<file path="src/rtl/sa_pkg.sv">
// Shared types and default sizes for the systolic-array feeder.
package sa_pkg;

    localparam int DEF_BN_NUM   = 4;
    localparam int DEF_ACCU_NUM = 2;
    localparam int DEF_BW_ACT   = 8;
    localparam int DEF_BW_WET   = 8;

    // Loop counters are kept at one generous width so that compares stay width-matched
    localparam int CNT_W = 8;

    typedef enum logic [2:0] {
        IDLE,
        LOAD_W,
        FEED,
        DRAIN,
        CLEAR,
        CAPTURE,
        WRITE,
        DONE
    } state_t;

    typedef logic signed [DEF_BW_ACT-1:0] act_t;
    typedef logic signed [DEF_BW_WET-1:0] wet_t;

endpackage

</file>
<file path="src/rtl/sa_feed_skew.sv">
// Skewed activation addressing: lane idx on feed step l carries row (l-1-idx) of the current tile.
module sa_feed_skew
    import sa_pkg::*;
#(
    parameter int BN_NUM   = DEF_BN_NUM,
    parameter int ACCU_NUM = DEF_ACCU_NUM,
    parameter int ROW_W    = 3,
    parameter int COL_W    = 3
) (
    input  logic [CNT_W-1:0]                  l,
    input  logic [CNT_W-1:0]                  i,
    input  logic [CNT_W-1:0]                  j,
    output logic [ACCU_NUM-1:0][ROW_W-1:0]    rows,
    output logic [ACCU_NUM-1:0][COL_W-1:0]    cols,
    output logic [ACCU_NUM-1:0]               valid
);

    int diff;

    // Per-lane address and validity; invalid lanes get address 0 and are masked downstream
    always_comb begin
        diff  = 0;
        rows  = '0;
        cols  = '0;
        valid = '0;
        for (int idx = 0; idx < ACCU_NUM; idx++) begin
            diff       = int'(l) - 1 - idx;
            valid[idx] = (diff >= 0) && (diff < BN_NUM);
            if (valid[idx]) begin
                rows[idx] = ROW_W'(int'(j) * BN_NUM + diff);
                cols[idx] = COL_W'(int'(i) * ACCU_NUM + idx);
            end
        end
    end

endmodule

</file>
<file path="src/rtl/sa_feeder.sv">
// Sequencer feeding one systolic PE column from activation/weight buffers and
// writing captured results to the output-activation buffer.
// Optional macro SA_FEEDER_PERF_EN adds perf_cycles / perf_writes counters.
module sa_feeder
    import sa_pkg::*;
#(
    parameter int BN_NUM    = DEF_BN_NUM,
    parameter int ACCU_NUM  = DEF_ACCU_NUM,
    parameter int BW_ACT    = DEF_BW_ACT,
    parameter int BW_WET    = DEF_BW_WET,
    parameter int IA_H      = 8,
    parameter int IA_W      = 8,
    parameter int OA_W      = 8,
    parameter int DRAIN_CYC = 3
) (
    input  logic                                    clk,
    input  logic                                    reset_n,
    input  logic                                    start,
    output logic                                    busy,
    output logic                                    done,
    input  logic [7:0]                              res_shift_num,
    output logic [ACCU_NUM-1:0][$clog2(IA_H)-1:0]   act_rd_row,
    output logic [ACCU_NUM-1:0][$clog2(IA_W)-1:0]   act_rd_col,
    input  logic [ACCU_NUM-1:0][BW_ACT-1:0]         act_rd_data,
    output logic [$clog2(IA_W)-1:0]                 wet_rd_row,
    output logic [$clog2(OA_W)-1:0]                 wet_rd_col,
    input  logic [BW_WET-1:0]                       wet_rd_data,
    output logic                                    PE_mac_enable,
    output logic                                    PE_clear_acc,
    output logic                                    PE_weight_partial_sel,
    output logic [ACCU_NUM-1:0][BW_ACT-1:0]         PE_act_in,
    output logic [BW_WET-1:0]                       PE_wet_in,
    output logic [7:0]                              PE_res_shift_num,
    input  logic [BN_NUM-1:0][BW_ACT-1:0]           PE_result_out,
    output logic                                    oa_wr_en,
    output logic [$clog2(IA_H)-1:0]                 oa_wr_row,
    output logic [$clog2(OA_W)-1:0]                 oa_wr_col,
    output logic [BW_ACT-1:0]                       oa_wr_data
`ifdef SA_FEEDER_PERF_EN
    ,
    output logic [31:0]                             perf_cycles,
    output logic [15:0]                             perf_writes
`endif
);

    localparam int ROW_W = $clog2(IA_H);
    localparam int COL_W = $clog2(IA_W);
    localparam int OAC_W = $clog2(OA_W);
    localparam int N_W   = (BN_NUM > 1) ? $clog2(BN_NUM) : 1;

    localparam logic [CNT_W-1:0] K_LAST = CNT_W'(ACCU_NUM - 1);
    localparam logic [CNT_W-1:0] L_LAST = CNT_W'(BN_NUM + ACCU_NUM - 1);
    localparam logic [CNT_W-1:0] I_LAST = CNT_W'(IA_W / ACCU_NUM - 1);
    localparam logic [CNT_W-1:0] J_LAST = CNT_W'(IA_H / BN_NUM - 1);
    localparam logic [CNT_W-1:0] M_LAST = CNT_W'(OA_W - 1);
    localparam logic [CNT_W-1:0] D_LAST = CNT_W'(DRAIN_CYC - 1);
    localparam logic [CNT_W-1:0] N_LAST = CNT_W'(BN_NUM - 1);

    state_t state, state_next;
    logic [CNT_W-1:0] m, j, i, k, l;

    logic [ACCU_NUM-1:0][ROW_W-1:0] skew_row;
    logic [ACCU_NUM-1:0][COL_W-1:0] skew_col;
    logic [ACCU_NUM-1:0]            skew_valid;

    logic [ACCU_NUM-1:0]            mask_q;
    logic                           partial_q;
    logic                           clear_q;
    logic [7:0]                     shift_q;
    logic [BN_NUM-1:0][BW_ACT-1:0]  res_q;

    sa_feed_skew #(
        .BN_NUM   (BN_NUM),
        .ACCU_NUM (ACCU_NUM),
        .ROW_W    (ROW_W),
        .COL_W    (COL_W)
    ) u_skew (
        .l     (l),
        .i     (i),
        .j     (j),
        .rows  (skew_row),
        .cols  (skew_col),
        .valid (skew_valid)
    );

    // State register
    always_ff @(posedge clk or negedge reset_n) begin
        if (!reset_n) state <= IDLE;
        else          state <= state_next;
    end

    // Next-state: m outer, j middle, i inner loop; each (m,j) tile ends with drain/clear/capture/write
    always_comb begin
        state_next = state;
        case (state)
            IDLE:    if (start) state_next = LOAD_W;
            LOAD_W:  if (k == K_LAST) state_next = FEED;
            FEED:    if (l == L_LAST) state_next = (i == I_LAST) ? DRAIN : LOAD_W;
            DRAIN:   if (k == D_LAST) state_next = CLEAR;
            CLEAR:   state_next = CAPTURE;
            CAPTURE: state_next = WRITE;
            WRITE:   if (k == N_LAST) state_next = (m == M_LAST && j == J_LAST) ? DONE : LOAD_W;
            DONE:    state_next = IDLE;
            default: state_next = IDLE;
        endcase
    end

    // Loop counters; k is reused for weight-load step, drain count and write index
    always_ff @(posedge clk or negedge reset_n) begin
        if (!reset_n) begin
            m <= '0; j <= '0; i <= '0; k <= '0; l <= '0;
        end else begin
            case (state)
                IDLE: begin
                    m <= '0; j <= '0; i <= '0; k <= '0; l <= '0;
                end
                LOAD_W: begin
                    if (k == K_LAST) begin
                        k <= '0;
                        l <= CNT_W'(1);
                    end else begin
                        k <= k + 1'b1;
                    end
                end
                FEED: begin
                    if (l == L_LAST) begin
                        l <= '0;
                        i <= (i == I_LAST) ? '0 : i + 1'b1;
                    end else begin
                        l <= l + 1'b1;
                    end
                end
                DRAIN: k <= (k == D_LAST) ? '0 : k + 1'b1;
                WRITE: begin
                    if (k == N_LAST) begin
                        k <= '0;
                        if (j == J_LAST) begin
                            j <= '0;
                            m <= m + 1'b1;
                        end else begin
                            j <= j + 1'b1;
                        end
                    end else begin
                        k <= k + 1'b1;
                    end
                end
                default: ;
            endcase
        end
    end

    // Array-side controls lag the state by one cycle to line up with buffer read latency
    always_ff @(posedge clk or negedge reset_n) begin
        if (!reset_n) begin
            mask_q    <= '0;
            partial_q <= 1'b0;
            clear_q   <= 1'b0;
            shift_q   <= '0;
        end else begin
            mask_q    <= (state == FEED) ? skew_valid : '0;
            partial_q <= (state == LOAD_W);
            clear_q   <= (state == CLEAR);
            shift_q   <= res_shift_num;
        end
    end

    // Snapshot of the whole column result, taken while the accumulators still hold it
    always_ff @(posedge clk or negedge reset_n) begin
        if (!reset_n)               res_q <= '0;
        else if (state == CAPTURE)  res_q <= PE_result_out;
    end

    // Activation lanes outside the skew window are forced to zero
    always_comb begin
        PE_act_in = '0;
        for (int idx = 0; idx < ACCU_NUM; idx++) begin
            if (mask_q[idx]) PE_act_in[idx] = act_rd_data[idx];
        end
    end

    assign busy                  = (state != IDLE);
    assign done                  = (state == DONE);
    assign PE_mac_enable         = busy;
    assign PE_clear_acc          = clear_q;
    assign PE_weight_partial_sel = partial_q;
    assign PE_wet_in             = partial_q ? wet_rd_data : '0;
    assign PE_res_shift_num      = shift_q;

    assign act_rd_row = (state == FEED) ? skew_row : '0;
    assign act_rd_col = (state == FEED) ? skew_col : '0;
    assign wet_rd_row = (state == LOAD_W) ? COL_W'(int'(i) * ACCU_NUM + ACCU_NUM - 1 - int'(k)) : '0;
    assign wet_rd_col = (state == LOAD_W) ? OAC_W'(m) : '0;

    assign oa_wr_en   = (state == WRITE);
    assign oa_wr_row  = oa_wr_en ? ROW_W'(int'(j) * BN_NUM + int'(k)) : '0;
    assign oa_wr_col  = oa_wr_en ? OAC_W'(m) : '0;
    assign oa_wr_data = oa_wr_en ? res_q[k[N_W-1:0]] : '0;

`ifdef SA_FEEDER_PERF_EN
    // Busy-cycle and write counters; cleared when a job is accepted, held after completion
    always_ff @(posedge clk or negedge reset_n) begin
        if (!reset_n) begin
            perf_cycles <= '0;
            perf_writes <= '0;
        end else if (state == IDLE && start) begin
            perf_cycles <= '0;
            perf_writes <= '0;
        end else begin
            if (busy)     perf_cycles <= perf_cycles + 1'b1;
            if (oa_wr_en) perf_writes <= perf_writes + 1'b1;
        end
    end
`endif

endmodule

</file>
<file path="config.mk">
export PLATFORM = sky130hd
export DESIGN_NAME = sa_feeder
export DESIGN_NICKNAME = d
export VERILOG_FILES = /design/src/rtl/sa_pkg.sv /design/src/rtl/sa_feed_skew.sv /design/src/rtl/sa_feeder.sv
export SDC_FILE = /design/constraint.sdc
export NUM_CORES = 1
export LEC_CHECK = 0
export ABC_AREA = 1
export CAP_MARGIN = 25
export CORE_MARGIN = 2
export CORE_UTILIZATION = 49
export DETAILED_ROUTE_END_ITERATION = 7
export PLACE_DENSITY = 0.84
export SKIP_LAST_GASP = 1
export SYNTH_ARGS = -nofsm -noshare
export SYNTH_HDL_FRONTEND = slang
export SYNTH_SLANG_ARGS = --single-unit
</file>
<file path="constraint.sdc">
create_clock -name clk -period 2.5 [get_ports clk]
set_input_delay 0.5 -clock clk [delete_from_list [all_inputs] [get_ports clk]]
set_output_delay 0.5 -clock clk [all_outputs]
set_load 0.02 [all_outputs]
</file>
* After elaboration in Yosys (flattened, before gate mapping)
Cells that the tools add are included.
** Cells by class
- $lt $le $gt $ge :: 5
- Muxes and demuxes :: 41
- $add $sub $neg :: 14
- Equal/unequal tests :: 20
- Reductions and logical operators :: 14
** Operator list (number)
- 8-bit two-way mux :: 16
- 8-bit one-hot mux with 2 select lines :: 3
- 3-bit two-way mux :: 14
- 8-bit by 1-bit adder with 8-bit output, second input constant :: 5
- 32-bit by 1-bit greater-or-equal comparator with 1-bit output, second input constant :: 1
- 32-bit by 4-bit less-than comparator with 1-bit output, second input constant :: 1
- 8-bit one-hot mux with 4 select lines :: 1
- 8-bit by 2-bit == test with 1-bit output, second input constant :: 3
- 3-bit one-hot mux with 8 select lines :: 1
- 8-bit one-hot mux with 3 select lines :: 1
- 8-bit binary-select mux with 2-bit select :: 1
- 8-bit by 1-bit == test with 1-bit output, second input constant :: 2
- 8-bit by 3-bit == test with 1-bit output, second input constant :: 2
- 3-bit == test, second input constant :: 4
- 6-bit two-way mux :: 2
- 9-bit by 2-bit subtractor with 10-bit output, second input constant :: 1
- 3-bit adder :: 3
- 9-bit by 1-bit greater-or-equal comparator with 1-bit output, second input constant :: 1
- 9-bit by 4-bit less-than comparator with 1-bit output, second input constant :: 1
- 8-bit by 1-bit subtractor with 9-bit output, second input constant :: 1
- 2-bit inequality test, second input constant :: 4
- 3-bit by 2-bit == test with 1-bit output, second input constant :: 2
- 2-bit AND reduction :: 3
- 3-bit nonzero test :: 2
- 14 further kinds :: 19
** Word-level totals
- Input bits :: 67
- Word-level logic and storage cells :: 108
- Register bits :: 87
- Output and inout bits :: 70

* Longest topological paths before layout
- Word-level depth :: 6
- Gate-level depth with buffers :: 12
- Depth with buffers taken out :: 11

* Modules after synthesis
Synthesis repeated with hierarchy kept, for this count alone.
** Unflattened totals
- Cell total of the unflattened synthesis :: 680
- Area total of the unflattened synthesis :: 5240.0 um2
** Modules (own cells, without submodules)
- sa_feeder :: area an instance 4818.4 um2, cells each 600, instances 1
- sa_feed_skew :: area an instance 421.7 um2, cells each 80, instances 1

* Worst setup path before layout
No wires, ideal clock.
- Kind :: reg-to-output
- From :: reg l[0]
- To :: out act_rd_col[4] (netlist bit)
- Setup slack :: -0.050 ns
- Stages on the path, launching flop included :: 12
- Data arrival time :: 2.050 ns
- Path buffers :: 1
- Cells stage by stage :: dfrtp_1 > buf_2 > inv_2 > ha_1 > inv_1 > nand2_1 > nand3_1 > nor2_1 > nand2_1 > o21ai_0 > nand3_1 > nor3_1
** RTL lines
- from (decl) :: line sa_feeder.sv:60 : logic [CNT_W-1:0] m, j, i, k, l;
- from (signal assigned) :: line sa_feeder.sv:130 : l <= l + 1'b1;
- to (decl) :: line sa_feeder.sv:23 : output logic [ACCU_NUM-1:0][$clog2(IA_W)-1:0] act_rd_col,

==> results_dict.tcl <==
set metrics [dict create \
    fmax_ghz 0.363 \
    relSlewSlack 0.660 \
    fp-row-count 36 \
    rsz0062_at_grt "yes" \
    drc 0 \
    synthesis.area_um2 5020 \
    cts_hold_buf 0 \
    worstSetupPathType "flip-flop to output port" \
    placed_cells 909 \
    finalHoldViolCount 0 \
    status "finished, violations left" \
    synthDistinctLibCells 40 \
    cp.required_ns 2.00 \
    clk_latency_ns 0.38 \
    clkSinkCount 87 \
    fp.dieH_um 105 \
    power_mw 2.75 \
    yosys_warnings 0 \
    drive_gt1_frac 0.218 \
    synth_area_leaders "dfrtp_1 43%, nor2_1 7.5%, nand2_1 7.3%" \
    ir_worst_vdd_mv 0.380 \
    syn_nets 710 \
    cp-start-kind "flip-flop" \
    worst_slew_pin_slew_ns 0.508 \
    die_w_um 105 \
    end_kind "output port" \
    globalplace.congestion 0.905 \
    numPortBuffers 135 \
    syn_avg_cell_area_um2 8.00 \
    min_period_over_period 1.10 \
    fin_ws_ns -0.257 \
    layout.cells.non_filler 936 \
    clock-root-buffer "clkbuf_8" \
    syn_inst 628 \
    cts_tree "done" \
    crit_fanout 6 \
    ant_nets 0 \
    yosysTopAreaCell "dfrtp_1" \
    max_cap_violations 0 \
    pre_cts_ws_ns -0.494 \
    h-tree-depth 3 \
    wirelength_um 14000 \
    num_vias 4979 \
    firstDrtPassIters 4 \
    slew_viol_final 0 \
    finalCriticalPeriod_ns 2.76 \
    n_antenna_cell 0 \
    cts.path.max_buffers 2 \
    synth-seq-cells 87 \
    grt-ovfl-total 0 \
    cts_inserted_buffers 9 \
    violations "negative setup slack" \
    avgViaCountPerCell 5.32 \
    nNetsFinal 880 \
    area_delta_synth_final_pct 44.3 \
    ys_seq_area_frac 0.433 \
    start_util 0.509 \
    grt_max_degree 42 \
    drt_iter0_drc 258 \
    worst_ep_arrival_time_ns 2.26 \
    dieArea_um2 11100 \
    num_io_pins 137 \
    setup_viol 11 \
    hold_path.class "input pin to async pin" \
    powerDensity_nw_per_um2 380 \
    wl_per_cell_um 15.0 \
    clk_pin_slew_ns 0.10 \
    leakage_nw 3.53 \
    dp_hpwl_um 10100 \
    grt_usage 0.263 \
    antenna_found_initial 0 \
    fin_skew_ns 0.0174 \
    synth_top_area_frac 0.433 \
    core_area_um2 9860 \
    grt_pass1_vias 5106 \
    grt_first_pass_wirelength_um 23400 \
]
## what timing repair did
action                                 in CTS  in global routing
gates resized for setup                   125                 29
cloned                                      0                  1
endpoints found under the hold margin       0                  0
setup buffers                               5                  5
setup endpoints to repair                  25                 25
pin swaps                                  13                  6
## layout by cell type, fill, tap and decap left out, types with 3 or more instances in the layout
cell and n:
nand2_1 86, nand2_4 3, o21a_1 5, nor3_2 4, nor2_1 88, mux2_2 32
buf_4 51, a21oi_1 21, nor2_4 9, o22ai_1 9, nand4_1 14, xnor2_1 3
clkbuf_8 9, dlymetal6s2s_1 11, inv_2 13, dlygate4sd2_1 11, dfrtp_1 85, nand2_2 11
inv_1 73, nor2_2 9, ha_1 12, clkdlybuf4s50_1 101, buf_6 6, nand3_2 3
o21ai_1 8, nor3_1 5, nand3_1 34, o21ai_0 32, xor2_1 11
## Yosys cell counts
cell type,number
buf_4,2
nand4_1,14
nand3_1,38
o311ai_0,2
xor2_1,12
or2_2,2
mux2_2,32
nor2_8,1
a31oi_1,1
o21a_1,5
o21ai_0,34
nand2_2,2
dfrtp_1,87
nor2_1,100
o22ai_1,9
o21ai_1,7
nand3b_1,1
inv_2,10
o31ai_1,2
nor4_1,2
a21oi_1,22
buf_1,2
ha_1,15
a21oi_2,1
xnor2_1,3
nor2_2,4
nor3_2,1
conb_1,1
nor2_4,2
nor3b_1,2
a22oi_1,1
inv_1,79
nand2_1,98
o32ai_1,2
clkbuf_1,7
buf_2,11
o211ai_1,2
o2111ai_1,1
buf_6,1
nor3_1,10
## metal layers
| layer | track usage | vias up | wire (um) |
|---|---|---|---|
| li1 | - | 2377 | - |
| met1 | 0.289 | 2362 | 5390 |
| met2 | 0.473 | 197 | 7110 |
| met3 | 0.0699 | 43 | 1050 |
| met4 | 0.114 | 0 | 457 |
| met5 | 0 | - | 0 |
## per-stage QoR
| stage | area [um2] | utilization | TNS [ns] | hold slack (ns) |
|---|---|---|---|---|
| after detailed placement | 6710 | 0.680 | -4.82 | 0.465 |
| after global routing | 7250 | 0.735 | -3.65 | 0.0809 |
| after CTS | 7120 | 0.722 | -2.22 | 0.0642 |
| final | 7250 | 0.735 | -2.31 | 0.0632 |
| after floorplan | 5020 | - | -0.252 | 0.204 |
| after global placement | 6710 | 0.680 | -2.87 | 0.460 |
## area by class of cell
type                       instances  area, um2
inverter                          89        344
sequential                        87       2180
tap                              133        166
fill                             705       2620
clock buffer                      11        131
multi-input combinational        429       2620
timing repair inverter             1       5.00
clock inverter                     5       82.6
timing repair buffer             181       1720
## state kept, by name (all words and copies together), names as in the netlist
register / cells
PE_res_shift_num: 8
j: 8
k: 8
l: 8
res_q: 32
state: 3
PE_clear_acc: 1
i: 8
m: 8
mask_q: 2
PE_weight_partial_sel: 1
## power by group
group / internal (mW) / switching, mW / total (mW)
Sequential: 1.44 / 0.0155 / 1.45
Combinational: 0.140 / 0.0844 / 0.225
Clock: 0.566 / 0.510 / 1.08
Total: 2.14 / 0.610 / 2.75
## kinds of logic after synthesis
group                    after synthesis  share of synthesized area
XOR/XNOR                              15                     0.0262
buffers and inverters                112                     0.0894
flip-flops                            87                      0.433
AO/OA/AOI/OAI                         89                      0.101
multiplexers                          32                     0.0717
adder cells (fa/ha/maj)               15                     0.0374
AND/OR/NAND/NOR                      277                      0.241
other                                  1                   0.000746
## final timing paths
| path | start | endpoint | slack (ns) | cells past startpoint |
|---|---|---|---|---|
| worst max-delay path | l[1]$_DFFE_PN0P_ | act_rd_row[4] | -0.26 | 11 |
| worst min-delay path | reset_n | i[4]$_DFFE_PN0P_ | 0.06 | 1 |
| worst max register to register | k[1]$_DFFE_PN0P_ | state[1]$_DFFE_PN0P_ | 0.33 | 11 |
| worst min register to register | res_q[29]$_DFFE_PN0P_ | res_q[29]$_DFFE_PN0P_ | 0.51 | 1 |
| max in group asynchronous | reset_n | l[2]$_DFFE_PN0P_ | 1.82 | 2 |
| min in group clk | res_q[29]$_DFFE_PN0P_ | res_q[29]$_DFFE_PN0P_ | 0.51 | 1 |
## worst max-delay path, stage by stage, from the launching register on
cell and delay [ns]:
dfrtp_1 0.40, inv_2 0.12, ha_4 0.18, inv_1 0.05
nand2_2 0.08, nand3_2 0.10, nor2_1 0.11, nand2_1 0.10
o21ai_2 0.19, nand3_4 0.18, nor3_4 0.20, buf_6 0.15
Note: power is estimated with default switching activity, not from simulation.
